**config.mk**
```make
export PLATFORM = sky130hd
export DESIGN_NAME = alu_iter
export DESIGN_NICKNAME = d
export VERILOG_FILES = /design/src/rtl/alu_iter.sv
export SDC_FILE = /design/constraint.sdc
export NUM_CORES = 1
export LEC_CHECK = 0
export ABC_AREA = 1
export CAP_MARGIN = 40
export CORE_ASPECT_RATIO = 0.6
export CORE_MARGIN = 3
export CORE_UTILIZATION = 45
export CTS_CLUSTER_SIZE = 12
export DETAILED_ROUTE_END_ITERATION = 8
export DONT_BUFFER_PORTS = 1
export SYNTH_ARGS = -nofsm -noshare
export SYNTH_HDL_FRONTEND = slang
export SYNTH_SLANG_ARGS = --single-unit
```
**constraint.sdc**
```tcl
create_clock -name clk -period 2.2 [get_ports clk]
set_clock_uncertainty 0.1 [all_clocks]
set_input_delay 0.55 -clock clk [delete_from_list [all_inputs] [get_ports clk]]
set_output_delay 0.55 -clock clk [all_outputs]
set_load 0.05 [all_outputs]
```
**src/rtl/alu_iter.sv**
```systemverilog
// Iterative ALU: single-cycle add/logic/compare/branch/jump ops plus a multi-cycle shifter
// (SHIFT_STEP bits per cycle), valid/busy handshake and flush. All results are registered.
module alu_iter #(
  parameter int unsigned XLEN       = 32,
  parameter int unsigned SHIFT_STEP = 1,
  localparam int unsigned SW        = $clog2(XLEN),
  localparam int unsigned CtrlW     = 32 + 4 * XLEN + 5 + SW + 4 + 10
) (
  input  logic             clk,
  input  logic             rstn,
  input  logic [CtrlW-1:0] alu_ctrl,
  input  logic             alu_ctrl_vld,
  input  logic             flush,
  output logic             alu_busy,
  output logic [XLEN-1:0]  alu_wb_data,
  output logic [4:0]       alu_wb_rd_addr,
  output logic             alu_wb_rd_wr_en,
  output logic [XLEN-1:0]  instr_tag_out,
  output logic [31:0]      instr_out,
  output logic [XLEN-1:0]  pc_out,
  output logic             pc_load
);

  typedef enum logic [3:0] {
    OpAdd, OpSub, OpAnd, OpOr, OpXor, OpSll, OpSrl, OpSra,
    OpSlt, OpBeq, OpBne, OpBlt, OpBge
  } alu_op_e;

  // Decoded instruction from IDU1, MSB first.
  typedef struct packed {
    logic [31:0]     instr;
    logic [XLEN-1:0] instr_tag;
    logic [XLEN-1:0] rs1_data;
    logic [XLEN-1:0] rs2_data;
    logic [XLEN-1:0] imm;
    logic [4:0]      rd_addr;
    logic [SW-1:0]   shamt;
    alu_op_e         op;
    logic            legal;
    logic            alu;
    logic            nop;
    logic            rd;
    logic            pc;
    logic            jal;
    logic            condbr;
    logic            use_imm;
    logic            shimm5;
    logic            unsign;
  } idu1_out_t;

  typedef enum logic [0:0] {StIdle, StShift} state_e;

  localparam logic [SW:0] Step = (SW + 1)'(SHIFT_STEP);

  idu1_out_t ctrl;
  assign ctrl = idu1_out_t'(alu_ctrl);

  // Single-cycle datapath
  logic            is_shift, is_sub, op_ok, taken, lt, eq;
  logic            cout, neg, ovf;
  logic [XLEN-1:0] op_a, op_b, b_inv, res, target;
  logic [XLEN:0]   sum;
  logic [SW-1:0]   shift_n;

  always_comb begin
    is_shift = ctrl.op inside {OpSll, OpSrl, OpSra};
    is_sub   = ctrl.op inside {OpSub, OpSlt, OpBeq, OpBne, OpBlt, OpBge};
    op_ok    = ctrl.legal & ctrl.alu & ~ctrl.nop;
    shift_n  = ctrl.shimm5 ? ctrl.shamt : ctrl.rs2_data[SW-1:0];

    op_a = (ctrl.jal | (ctrl.pc & (ctrl.op == OpAdd))) ? ctrl.instr_tag : ctrl.rs1_data;
    if (ctrl.jal) begin
      op_b = XLEN'(4);
    end else if (ctrl.shimm5) begin
      op_b = {{(XLEN - SW){1'b0}}, ctrl.shamt};
    end else if (ctrl.use_imm) begin
      op_b = ctrl.imm;
    end else begin
      op_b = ctrl.rs2_data;
    end

    b_inv = is_sub ? ~op_b : op_b;
    sum   = {1'b0, op_a} + {1'b0, b_inv} + (XLEN + 1)'(is_sub);
    cout  = sum[XLEN];
    neg   = sum[XLEN-1];
    ovf   = (op_a[XLEN-1] == b_inv[XLEN-1]) & (neg != op_a[XLEN-1]);
    lt    = ctrl.unsign ? ~cout : (neg ^ ovf);
    eq    = (op_a == op_b);

    case (ctrl.op)
      OpBeq:   taken = eq;
      OpBne:   taken = ~eq;
      OpBlt:   taken = lt;
      OpBge:   taken = ~lt;
      default: taken = 1'b0;
    endcase

    target = ctrl.imm + (ctrl.pc ? ctrl.instr_tag : ctrl.rs1_data);

    case (ctrl.op)
      OpAnd:                res = op_a & op_b;
      OpOr:                 res = op_a | op_b;
      OpXor:                res = op_a ^ op_b;
      OpSlt:                res = {{(XLEN - 1){1'b0}}, lt};
      // Only zero-amount shifts complete here; the value passes through unchanged.
      OpSll, OpSrl, OpSra:  res = op_a;
      default:              res = sum[XLEN-1:0];
    endcase
  end

  // Iterative shifter state
  state_e          state_q, state_d;
  logic [XLEN-1:0] acc_q, acc_d;
  logic [SW-1:0]   cnt_q, cnt_d;
  alu_op_e         p_op_q, p_op_d;
  logic [4:0]      p_rd_q, p_rd_d;
  logic            p_wr_q, p_wr_d;
  logic [XLEN-1:0] p_tag_q, p_tag_d;
  logic [31:0]     p_instr_q, p_instr_d;

  logic [SW:0]     step_k;
  logic [XLEN-1:0] acc_shifted;

  always_comb begin
    step_k      = ({1'b0, cnt_q} < Step) ? {1'b0, cnt_q} : Step;
    acc_shifted = acc_q;
    case (p_op_q)
      OpSll:   acc_shifted = acc_q << step_k;
      // Arithmetic shift keeps the MSB, so the original sign bit fills every step.
      OpSra:   acc_shifted = XLEN'($signed(acc_q) >>> step_k);
      default: acc_shifted = acc_q >> step_k;
    endcase
  end

  // Output registers
  logic [XLEN-1:0] wb_data_q, wb_data_d;
  logic [4:0]      rd_addr_q, rd_addr_d;
  logic            wr_en_q, wr_en_d;
  logic [XLEN-1:0] tag_q, tag_d;
  logic [31:0]     instr_q, instr_d;
  logic [XLEN-1:0] pc_out_q, pc_out_d;
  logic            pc_load_q, pc_load_d;
  logic            accept;

  always_comb begin
    state_d   = state_q;
    acc_d     = acc_q;
    cnt_d     = cnt_q;
    p_op_d    = p_op_q;
    p_rd_d    = p_rd_q;
    p_wr_d    = p_wr_q;
    p_tag_d   = p_tag_q;
    p_instr_d = p_instr_q;
    wb_data_d = wb_data_q;
    rd_addr_d = rd_addr_q;
    wr_en_d   = 1'b0;
    tag_d     = tag_q;
    instr_d   = instr_q;
    pc_out_d  = pc_out_q;
    pc_load_d = 1'b0;
    accept    = alu_ctrl_vld & (state_q == StIdle) & ~flush;

    case (state_q)
      StIdle: begin
        if (accept) begin
          if (is_shift && (shift_n != '0)) begin
            state_d   = StShift;
            acc_d     = ctrl.rs1_data;
            cnt_d     = shift_n;
            p_op_d    = ctrl.op;
            p_rd_d    = ctrl.rd_addr;
            p_wr_d    = op_ok & ctrl.rd;
            p_tag_d   = ctrl.instr_tag;
            p_instr_d = ctrl.instr;
          end else begin
            wb_data_d = res;
            rd_addr_d = ctrl.rd_addr;
            wr_en_d   = op_ok & ctrl.rd;
            tag_d     = ctrl.instr_tag;
            instr_d   = ctrl.instr;
            pc_load_d = op_ok & ~is_shift & (ctrl.jal | (ctrl.condbr & taken));
            if (pc_load_d) begin
              pc_out_d = target;
            end
          end
        end
      end
      StShift: begin
        if (flush) begin
          state_d = StIdle;
          cnt_d   = '0;
        end else begin
          acc_d = acc_shifted;
          cnt_d = cnt_q - step_k[SW-1:0];
          if ({1'b0, cnt_q} == step_k) begin
            state_d   = StIdle;
            wb_data_d = acc_shifted;
            rd_addr_d = p_rd_q;
            wr_en_d   = p_wr_q;
            tag_d     = p_tag_q;
            instr_d   = p_instr_q;
          end
        end
      end
      default: state_d = StIdle;
    endcase
  end

  always_ff @(posedge clk or negedge rstn) begin
    if (!rstn) begin
      state_q   <= StIdle;
      acc_q     <= '0;
      cnt_q     <= '0;
      p_op_q    <= OpAdd;
      p_rd_q    <= '0;
      p_wr_q    <= 1'b0;
      p_tag_q   <= '0;
      p_instr_q <= '0;
      wb_data_q <= '0;
      rd_addr_q <= '0;
      wr_en_q   <= 1'b0;
      tag_q     <= '0;
      instr_q   <= '0;
      pc_out_q  <= '0;
      pc_load_q <= 1'b0;
    end else begin
      state_q   <= state_d;
      acc_q     <= acc_d;
      cnt_q     <= cnt_d;
      p_op_q    <= p_op_d;
      p_rd_q    <= p_rd_d;
      p_wr_q    <= p_wr_d;
      p_tag_q   <= p_tag_d;
      p_instr_q <= p_instr_d;
      wb_data_q <= wb_data_d;
      rd_addr_q <= rd_addr_d;
      wr_en_q   <= wr_en_d;
      tag_q     <= tag_d;
      instr_q   <= instr_d;
      pc_out_q  <= pc_out_d;
      pc_load_q <= pc_load_d;
    end
  end

  assign alu_busy        = (state_q == StShift);
  assign alu_wb_data     = wb_data_q;
  assign alu_wb_rd_addr  = rd_addr_q;
  assign alu_wb_rd_wr_en = wr_en_q;
  assign instr_tag_out   = tag_q;
  assign instr_out       = instr_q;
  assign pc_out          = pc_out_q;
  assign pc_load         = pc_load_q;

endmodule
```
# Yosys cells after proc, flatten, opt, wreduce, memory -nomap -nowiden
# Cells that the tools add are included.
[op_classes]
n_reduce_logical = 11
n_eq_ne = 23
magnitude_cmp = 1
bitwise_logic = 25
shift = 3
addsub = 4
n_mux = 53
[ops]
columns = ["op", "count"]
rows = [
  ["$mux 32", 21],
  ["$pmux 32 s2", 5],
  ["$pmux 32 s5", 1],
  ["$mux 5", 9],
  ["$add 32x32->33", 1],
  ["$add 33x1->33", 1],
  ["$add 32x32->32", 1],
  ["$and 32x32->32", 1],
  ["$eq 32x32->1", 1],
  ["$not 32->32", 1],
  ["$or 32x32->32", 1],
  ["$shl 32x5->32", 1],
  ["$shr 32x5->32", 1],
  ["$sshr 32x5->32", 1],
  ["$xor 32x32->32", 1],
  ["$eq 4x3->1 const B", 6],
  ["$eq 4x4->1 const B", 5],
  ["$pmux 5 s2", 2],
  ["$mux 1", 12],
  ["$and 1x1->1", 10],
  ["$eq 4x2->1 const B", 2],
  ["$not 1->1", 8],
  ["$reduce_and 4->1", 2],
  ["$ne 2x2->1 const B", 3],
  ["other kinds (19)", 23],
]
[totals]
inputBits = 188
wordCells = 135
reg_bits = 247

# Depth between registers and ports, before layout
# Gate-level depths: netlist of run 1.
[logic_depth]
depth_word = 19
mapped_depth = 30
ltp_nobuf = 27

# Worst setup path before layout of run 1
# Ideal clock, no wire load.
[synth_timing]
path_kind = "input-to-reg"
start = "input port alu_ctrl[12]"
end = "register pc_out_q[15] (netlist: pc_out[15])"
arrival_time_ns = 3.791
setup_time_ns = 0.123
n_path_buf = 4
slack_ns = -1.814
path_stages = 24
required_time_ns = 1.977
path_cell_list = "nor2_1 -> nand3_1 -> nand2_2 -> clkbuf_1 -> clkbuf_1 -> o21ai_0 -> fa_1 -> o21ai_1 -> a21o_1 -> a21oi_1 -> o21ai_2 -> inv_1 -> o21ai_0 -> nand2_1 -> nand2_1 -> nand2_1 -> nand3_1 -> nand2_1 -> nand2_4 -> nand2_4 -> buf_6 -> buf_8 -> nand2_1 -> o21ai_1"
[synth_via]
elab_chain_len = 16
word_cells_on_any_way = 36
classes_between = "add/sub (2); eq/ne (12); mux (4); bitwise (13); reduce/logical (5)"
[synth_lines]
columns = ["item", "line_no", "text"]
rows = [
  ["start, declared", "11", "input logic [CtrlW-1:0] alu_ctrl,"],
  ["$logic_not 4->1", "71", "op_a = (ctrl.jal | (ctrl.pc & (ctrl.op == OpAdd))) ? ctrl.instr_tag : ctrl.rs1_data;"],
  ["$and 1x1->1", "71", ""],
  ["$or 1x1->1", "71", ""],
  ["$mux 32", "71", ""],
  ["$add 32x32->33", "83", "sum = {1'b0, op_a} + {1'b0, b_inv} + (XLEN + 1)'(is_sub);"],
  ["$add 33x1->33", "83", ""],
  ["$ne 1x1->1", "86", "ovf = (op_a[XLEN-1] == b_inv[XLEN-1]) & (neg != op_a[XLEN-1]);"],
  ["$and 1x1->1", "86", ""],
  ["$xor 1x1->1", "87", "lt = ctrl.unsign ? ~cout : (neg ^ ovf);"],
  ["$mux 1", "87", ""],
  ["$not 1->1", "94", "OpBge: taken = ~lt;"],
  ["$pmux 1 s4", "90", "case (ctrl.op)"],
  ["$and 1x1->1", "181", "pc_load_d = op_ok & ~is_shift & (ctrl.jal | (ctrl.condbr & taken));"],
  ["$or 1x1->1", "181", ""],
  ["$and 1x1->1", "181", ""],
  ["$reduce_and 4->1 (no source line) *", "n/a", ""],
  ["end signal, assigned", "240", "pc_out_q <= pc_out_d;"],
  ["end, declared", "141", "logic [XLEN-1:0] pc_out_q, pc_out_d;"],
]
# Every way passes the cells marked *; elsewhere a longest branch is shown, timed or not.
# A chain may end at the register's enable or synchronous reset.

# Worst setup path in the final report of run 1
[layout_timing]
start = "input port alu_ctrl[11]"
end = "register pc_out_q[13] (netlist: pc_out[13])"
# The elaborated chain is that of the path after synthesis.

==> results of run 1 <==
through the flow:
step                      util, %  std cells  setup TNS (ns)  setup WS [ns]
after floorplan                 -       2569          -65.38          -1.32
after global placement       58.7       3501         -151.40          -2.38
after detailed placement     58.7       3502         -151.95          -2.27
after CTS                    64.5       3602          -55.90          -1.09
after global routing         71.8       3678          -73.10          -1.37
final                        71.8       3678          -63.57          -1.24
worst max path at each step:
stage / start / end / slack (ns) / cells after the start
global placement: alu_ctrl[12] / alu_wb_data[0] / -2.38 / 20
global route: alu_ctrl[11] / pc_out[13] / -1.37 / 26
detailed placement: alu_ctrl[12] / alu_wb_data[30] / -2.27 / 20
floorplan: alu_ctrl[1] / pc_out[15] / -1.32 / 25
finish: alu_ctrl[11] / pc_out[13] / -1.24 / 24
CTS: alu_ctrl[1] / pc_out[13] / -1.09 / 24
layout by cell type, fill, tap and decap left out, types with 20 or more instances in the layout:
master,instances
a21oi_2,34
nor2_4,23
nor2_1,211
xnor2_1,28
o221ai_1,27
nand2_4,24
buf_12,39
nor2_2,32
inv_2,42
dfrtp_1,246
ha_1,86
nand2_2,44
buf_4,522
o21ai_4,23
a31oi_1,75
o21ai_0,186
buf_6,53
o21ai_1,34
ha_4,41
xor2_1,26
nand3_1,30
inv_1,249
o21ai_2,33
a21oi_1,106
clkbuf_16,46
nand2_1,603
nor3_4,20
critical path, cell delays in order:
cell and delay, ns:
nor2_4 0.03, nand3_4 0.12, nand2_8 0.09, buf_12 0.16, buf_12 0.13, buf_8 0.12
o21ai_4 0.24, inv_2 0.10, buf_4 0.15, ha_4 0.25, nor4_2 0.25, buf_4 0.16
nand4_1 0.24, nor2_2 0.21, a21oi_1 0.09, o21ai_2 0.10, nand3_2 0.12, nand2_4 0.12
nand2_8 0.10, nand2_8 0.12, clkbuf_16 0.17, nand2_1 0.06, nand2_1 0.05, inv_1 0.04
power breakdown:
group	internal (W)	switching, W
clock network	0.00229	0.00191
logic	0.00439	0.00514
registers	0.00567	0.00344
total	0.0124	0.0105
registers in the layout, summed over array words and instances (netlist names):
name	count
acc_q	32
alu_wb_data	32
instr_out	32
instr_tag_out	32
p_instr_q	32
p_tag_q	32
pc_out	32
alu_wb_rd_addr	5
cnt_q	5
p_rd_q	5
p_op_q	4
alu_busy	1
alu_wb_rd_wr_en	1
p_wr_q	1
pc_load	1
cells by family (layout without fill, tap and decap cells):
group	count (synthesis)	after routing	share of synthesized area (%)
DFF	247	247	34.3
buffers and inverters	422	1004	9.00
xor gates and xnor gates	79	79	3.84
and+or+nand+nor	1053	1055	23.3
AOI/OAI and AO/OA	636	636	20.3
other	0	3	0
adders and majority gates	130	130	9.12
muxes	2	2	0.125
layout make-up:
type | instances | area, um^2
Multi-Input combinational cell | 1902 | 13100
Fill cell | 3058 | 11100
Timing Repair Buffer | 665 | 6250
Sequential cell | 247 | 6180
Inverter | 298 | 1160
Clock buffer | 32 | 683
Tap cell | 522 | 653
Timing Repair inverter | 4 | 78.8
Clock inverter | 5 | 72.6
Antenna cell | 3 | 7.51
repair_timing:
action	CTS	global route
endpoints found under the hold margin	265	247
pin swaps	61	109
cloned	6	29
endpoints found under the setup margin	135	146
resized for setup	221	394
setup buffers	40	53
metal layers:
layer	share of wire, %	up-vias
li1	-	9647
met1	43	10345
met2	41	1293
met3	13	177
met4	2.8	6
met5	0.038	-
==> run summary, run 1 <==
htree depth: 1
Nets: 3462
mean area per synthesized cell: 7.01 um^2
synth cell count leaders: nand2_1 (665), inv_1 (292), nor2_1 (264)
Root Driver: clkbuf_16
Placer Congestion: 1.03
Detailed Route WL: 89400 um
top_reg_cell synth: dfrtp_1
die width: 264 um
top cell type's share of synthesized area: 34.3%
Layout area overhead: 56.5%
first-pass GRT wire length: 122000 um
Post-synth EDFFs: 0
Req. time, crit path: 2.55 ns
FF-to-FF End: instr_tag_out[11]
asr flop ratio synth: 100%
element type at the critical path end: register
M2 GR Usage: 54.0%
Max Root-Sink Buffers: 3
Residual DRC: 0
Area contributors post-synth: dfrtp_1 (34%), nand2_1 (14%), ha_1 (8.9%), o21ai_0 (7.2%), inv_1 (6.1%)
Cell Area, Synth: 18000 um^2
worst hold slack: -0.422 ns
Tightest Pin Transition: 0.828 ns
ANT nets after route: 0
synth warn: 0
fin crit period: 3.44 ns
Clk pin slew, worst setup/hold paths: 0.06 ns
I/O pin count: 324
Startpoint Class: input port
Die ar.: 42500 um^2
syn nets: 2887
#FFs+latches synth: 247
MaxCap Viol Count: 0
share of cells above drive strength 1: 36.0%
M3 GR Usage: 12.1%
reg2reg path depth: 14
post-synthesis sequential area ratio: 34.3%
RSZ-0062 raised after global routing: true
Finish-stage setup viols: 63
reg2reg start: cnt_q[3]
post-DR vias/cell: 5.84
Rel. slew slack: 44.8%
DRT Pass-1 Iters: 6
initial antenna violation count: 7
final hold violations: 247
Initial Util: 45.9%
Leakage: 13.2 nW
cts hold-fix bufs: 18
area post-placement: 23000 um^2
total CTS buffers: 26
routed len/inst: 24.3 um
core area: 39200 um^2
row count: 56
outcome: finished with violations
Finished Cell Area: 28200 um^2
global route overflow: 0
critical path type: input port to register
FF-to-FF setup slack: 0 ns
via count: 21468
CTS tree: built
Syn Inst Count: 2569
Port-buffer cells: 0
Synth cell types: 49
violated checks: negative hold slack, negative setup slack
worst-path fanout max: 7
largest net degree at the start of global routing: 248
Detail Placement HPWL: 65600 um
total power: 0.0229 W
number of global-route vias before repair: 19457
Slew Limit Fails: 0
Most Crowded Layer GR: met1
Power Density: 811 nW/um^2
worst hold-check path type: input port to async pin
Die Y: 161 um
period utilisation layout: 157%
Peak VDD IR: 857 uV
initial drt markers: 3008
area leader, netlist: dfrtp_1
Fmax achieved: 0.290 GHz
most frequent cell after synthesis: nand2_1
GRT Util Overall: 37.9%
worst skew pair latency: 0.57 ns
setup ws final: -1.24 ns
met1 Use GR: 56.0%
Clock Sinks: 247
arrival time at the worst endpoint: 3.80 ns
Power figures use the tool's default switching activity.
==> run 2: changes to the inputs <==
- HOLD_SLACK_MARGIN: not set -> 0.08
- PLACE_DENSITY: not set -> 0.65
==> run 2 against run 1 <==
  * The run still ends with negative hold slack, negative setup slack left
  * Final cell count up 0.49%
  * Sequential cell count unchanged
  * Power down 4.0%
  * Die area unchanged
  * Via count down 0.82%
  * Largest cell class unchanged
  * Clock power up 3%
==> run summary, run 2 (synthesized netlist as in run 1, its figures left out) <==
arrival time at the worst endpoint: 3.71 ns
power share of the clock group: 19.8%
outcome: finished with violations
Nets: 3483
Internal Pwr Total: 0.0120 W
htree depth: 1
I/O pin count: 324
share of cells above drive strength 1: 30.7%
Peak VDD IR: 612 uV
Clk pin slew, worst setup/hold paths: 0.06 ns
worst path cell trace: nor2_4, nand3_4, nand2_8, buf_6, nand2_2, o21ai_4, inv_1, buf_4, ha_1, nor4_2, buf_4, nand4_1, nor2_1, a21oi_1, o21ai_1, nand3_2, nand2_4, nand2_8, nand2_8, buf_12, buf_16, o21ai_2
reg2reg path depth: 14
Fmax achieved: 0.297 GHz
total CTS buffers: 26
Filler cells: 3306
violated checks: negative hold slack, negative setup slack
worst skew pair latency: 0.57 ns
fin crit period: 3.37 ns
row count: 56
most used cell along the critical path: nand2_8
post-DR vias/cell: 5.76
FF-to-FF setup slack: 0.03 ns
critical path type: input port to register
element type at the critical path end: register
Largest stage delay, worst path: 0.32 ns
Rel. slew slack: 61.1%
Initial Util: 45.9%
cts hold-fix bufs: 75
Sw Ratio: 45.5%
CTS tree: built
commonest non-fill, non-tap cell in the layout: nand2_1
slowest cell on the critical path: ha_1
Worst path depth: 22
Tightest Pin Transition: 0.584 ns
Root Driver: clkbuf_16
Residual DRC: 0
Die ar.: 42500 um^2
Detailed Route WL: 85400 um
setup ws final: -1.17 ns
WP buf/inv: 6
initial antenna violation count: 5
first-pass GRT wire length: 125000 um
GRT Util Overall: 38.6%
DRT Pass-1 Iters: 6
combinational fraction of design power: 38.8%
Startpoint Class: input port
sequential share of power: 41.4%
Leakage: 12.9 nW
Layout area overhead: 48.9%
MaxCap Viol Count: 0
Power Density: 819 nW/um^2
via count: 21292
most frequent cells in the layout: nand2_1 (618), buf_4 (550), inv_1 (267)
initial drt markers: 2462
RSZ-0062 raised after global routing: true
die width: 264 um
global route overflow: 0
ANT nets after route: 0
largest net degree at the start of global routing: 248
Clock Sinks: 247
diode count: 0
cell family with most CP delay: simple AND/OR/NAND/NOR gates
routed len/inst: 23.1 um
Req. time, crit path: 2.55 ns
Finish-stage setup viols: 65
Port-buffer cells: 0
worst hold-check path type: input port to async pin
worst hold slack: -0.429 ns
Switch Pwr: 0.00999 W
Slew Limit Fails: 0
Max Root-Sink Buffers: 3
DP Worst Slack: -1.99 ns
core area: 39200 um^2
Detail Placement HPWL: 65200 um
period utilisation layout: 153%
final hold violations: 247
Die Y: 161 um
final core utilization: 68.3%
number of global-route vias before repair: 19849
worst-path fanout max: 8
Placer Congestion: 1.06
==> run 2: cell count changes in the layout (fill, tap and decap cells not counted), sizes merged <==
cell,change
dlygate4sd3,+57
clkbuf,-21
buf,-16
clkinv,-4
inv,+4
diode,-3
bufbuf,+1
bufinv,+1
clkinvlp,-1
==> run 2: cell type report <==
cell class / instances / area, um^2 / share of cell area (%)
clock buffers: 31 / 679 / 2.54
clock inverters: 6 / 98.8 / 0.369
inverters: 298 / 1150 / 4.30
multi-input cells: 1902 / 12100 / 45.1
flip-flops and latches: 247 / 6180 / 23.1
well taps: 522 / 653 / 2.44
repair buffers: 687 / 5920 / 22.1
repair inverters: 3 / 31.3 / 0.117
==> run 2: per-layer routing <==
| layer | global-route usage, % | vias to the layer above | share of wire, % |
|---|---|---|---|
| met2 | 53.9 | 1170 | 40 |
| met5 | 0 | - | 0.027 |
| met4 | 13.9 | 4 | 4.3 |
| met3 | 11.2 | 204 | 12 |
| met1 | 56.5 | 10249 | 43 |
| li1 | - | 9665 | - |
==> run 2: path summary, 6_finish.rpt <==
kind                          startpoint                 to
max in group asynchronous           rstn  instr_tag_out[15]
setup / recovery            alu_ctrl[10]         pc_out[18]
min in group clk           alu_ctrl[145]        p_tag_q[25]
hold reg to reg                p_rd_q[1]          p_rd_q[1]
setup reg to reg                cnt_q[4]      instr_out[25]
hold / removal                      rstn       instr_out[3]
==> run 2: what timing repair did <==
item                       in CTS  in global routing
resized for setup             226                140
gates cloned                   12                  0
setup endpoints to repair      81                163
hold endpoints to repair      366                247
pin swaps                      72                 54
setup buffers                  48                 23
==> run 2: per-stage QoR <==
stage | instance area, um^2 | instances | hold WS (ns) | total power (W) | TNS, ns
6_report | 26800 | 3696 | -0.429 | 0.0219 | -59.56
2_1_floorplan | 18700 | 2569 | 0.154 | 0.0126 | -65.38
3_3_place_gp | 22900 | 3504 | 0.158 | 0.0159 | -123.83
4_1_cts | 26000 | 3673 | -0.441 | 0.0212 | -53.68
3_5_place_dp | 22900 | 3504 | 0.159 | 0.0160 | -132.00
5_1_grt | 26800 | 3696 | -0.435 | 0.0229 | -69.76
==> run 2: power groups by stage <==
stage	sequential [W]	combinational [W]	clock, W
CTS	0.00905	0.00778	0.00434
global placement	0.00907	0.00681	0
global route	0.00918	0.00918	0.00456
finish	0.00908	0.00853	0.00434
floorplan	0.00874	0.00388	0
detailed placement	0.00911	0.00693	0
==> run 2: worst register-to-register path, delay by kind of cell, from the launching register on <==
| family | cells | cell delay, ns |
|---|---|---|
| flip-flops | 1 | 0.39 |
| AO/OA/AOI/OAI | 2 | 0.31 |
| buffers and inverters | 5 | 0.52 |
| adder cells (fa/ha/maj) | 1 | 0.18 |
| AND/OR/NAND/NOR | 6 | 0.58 |
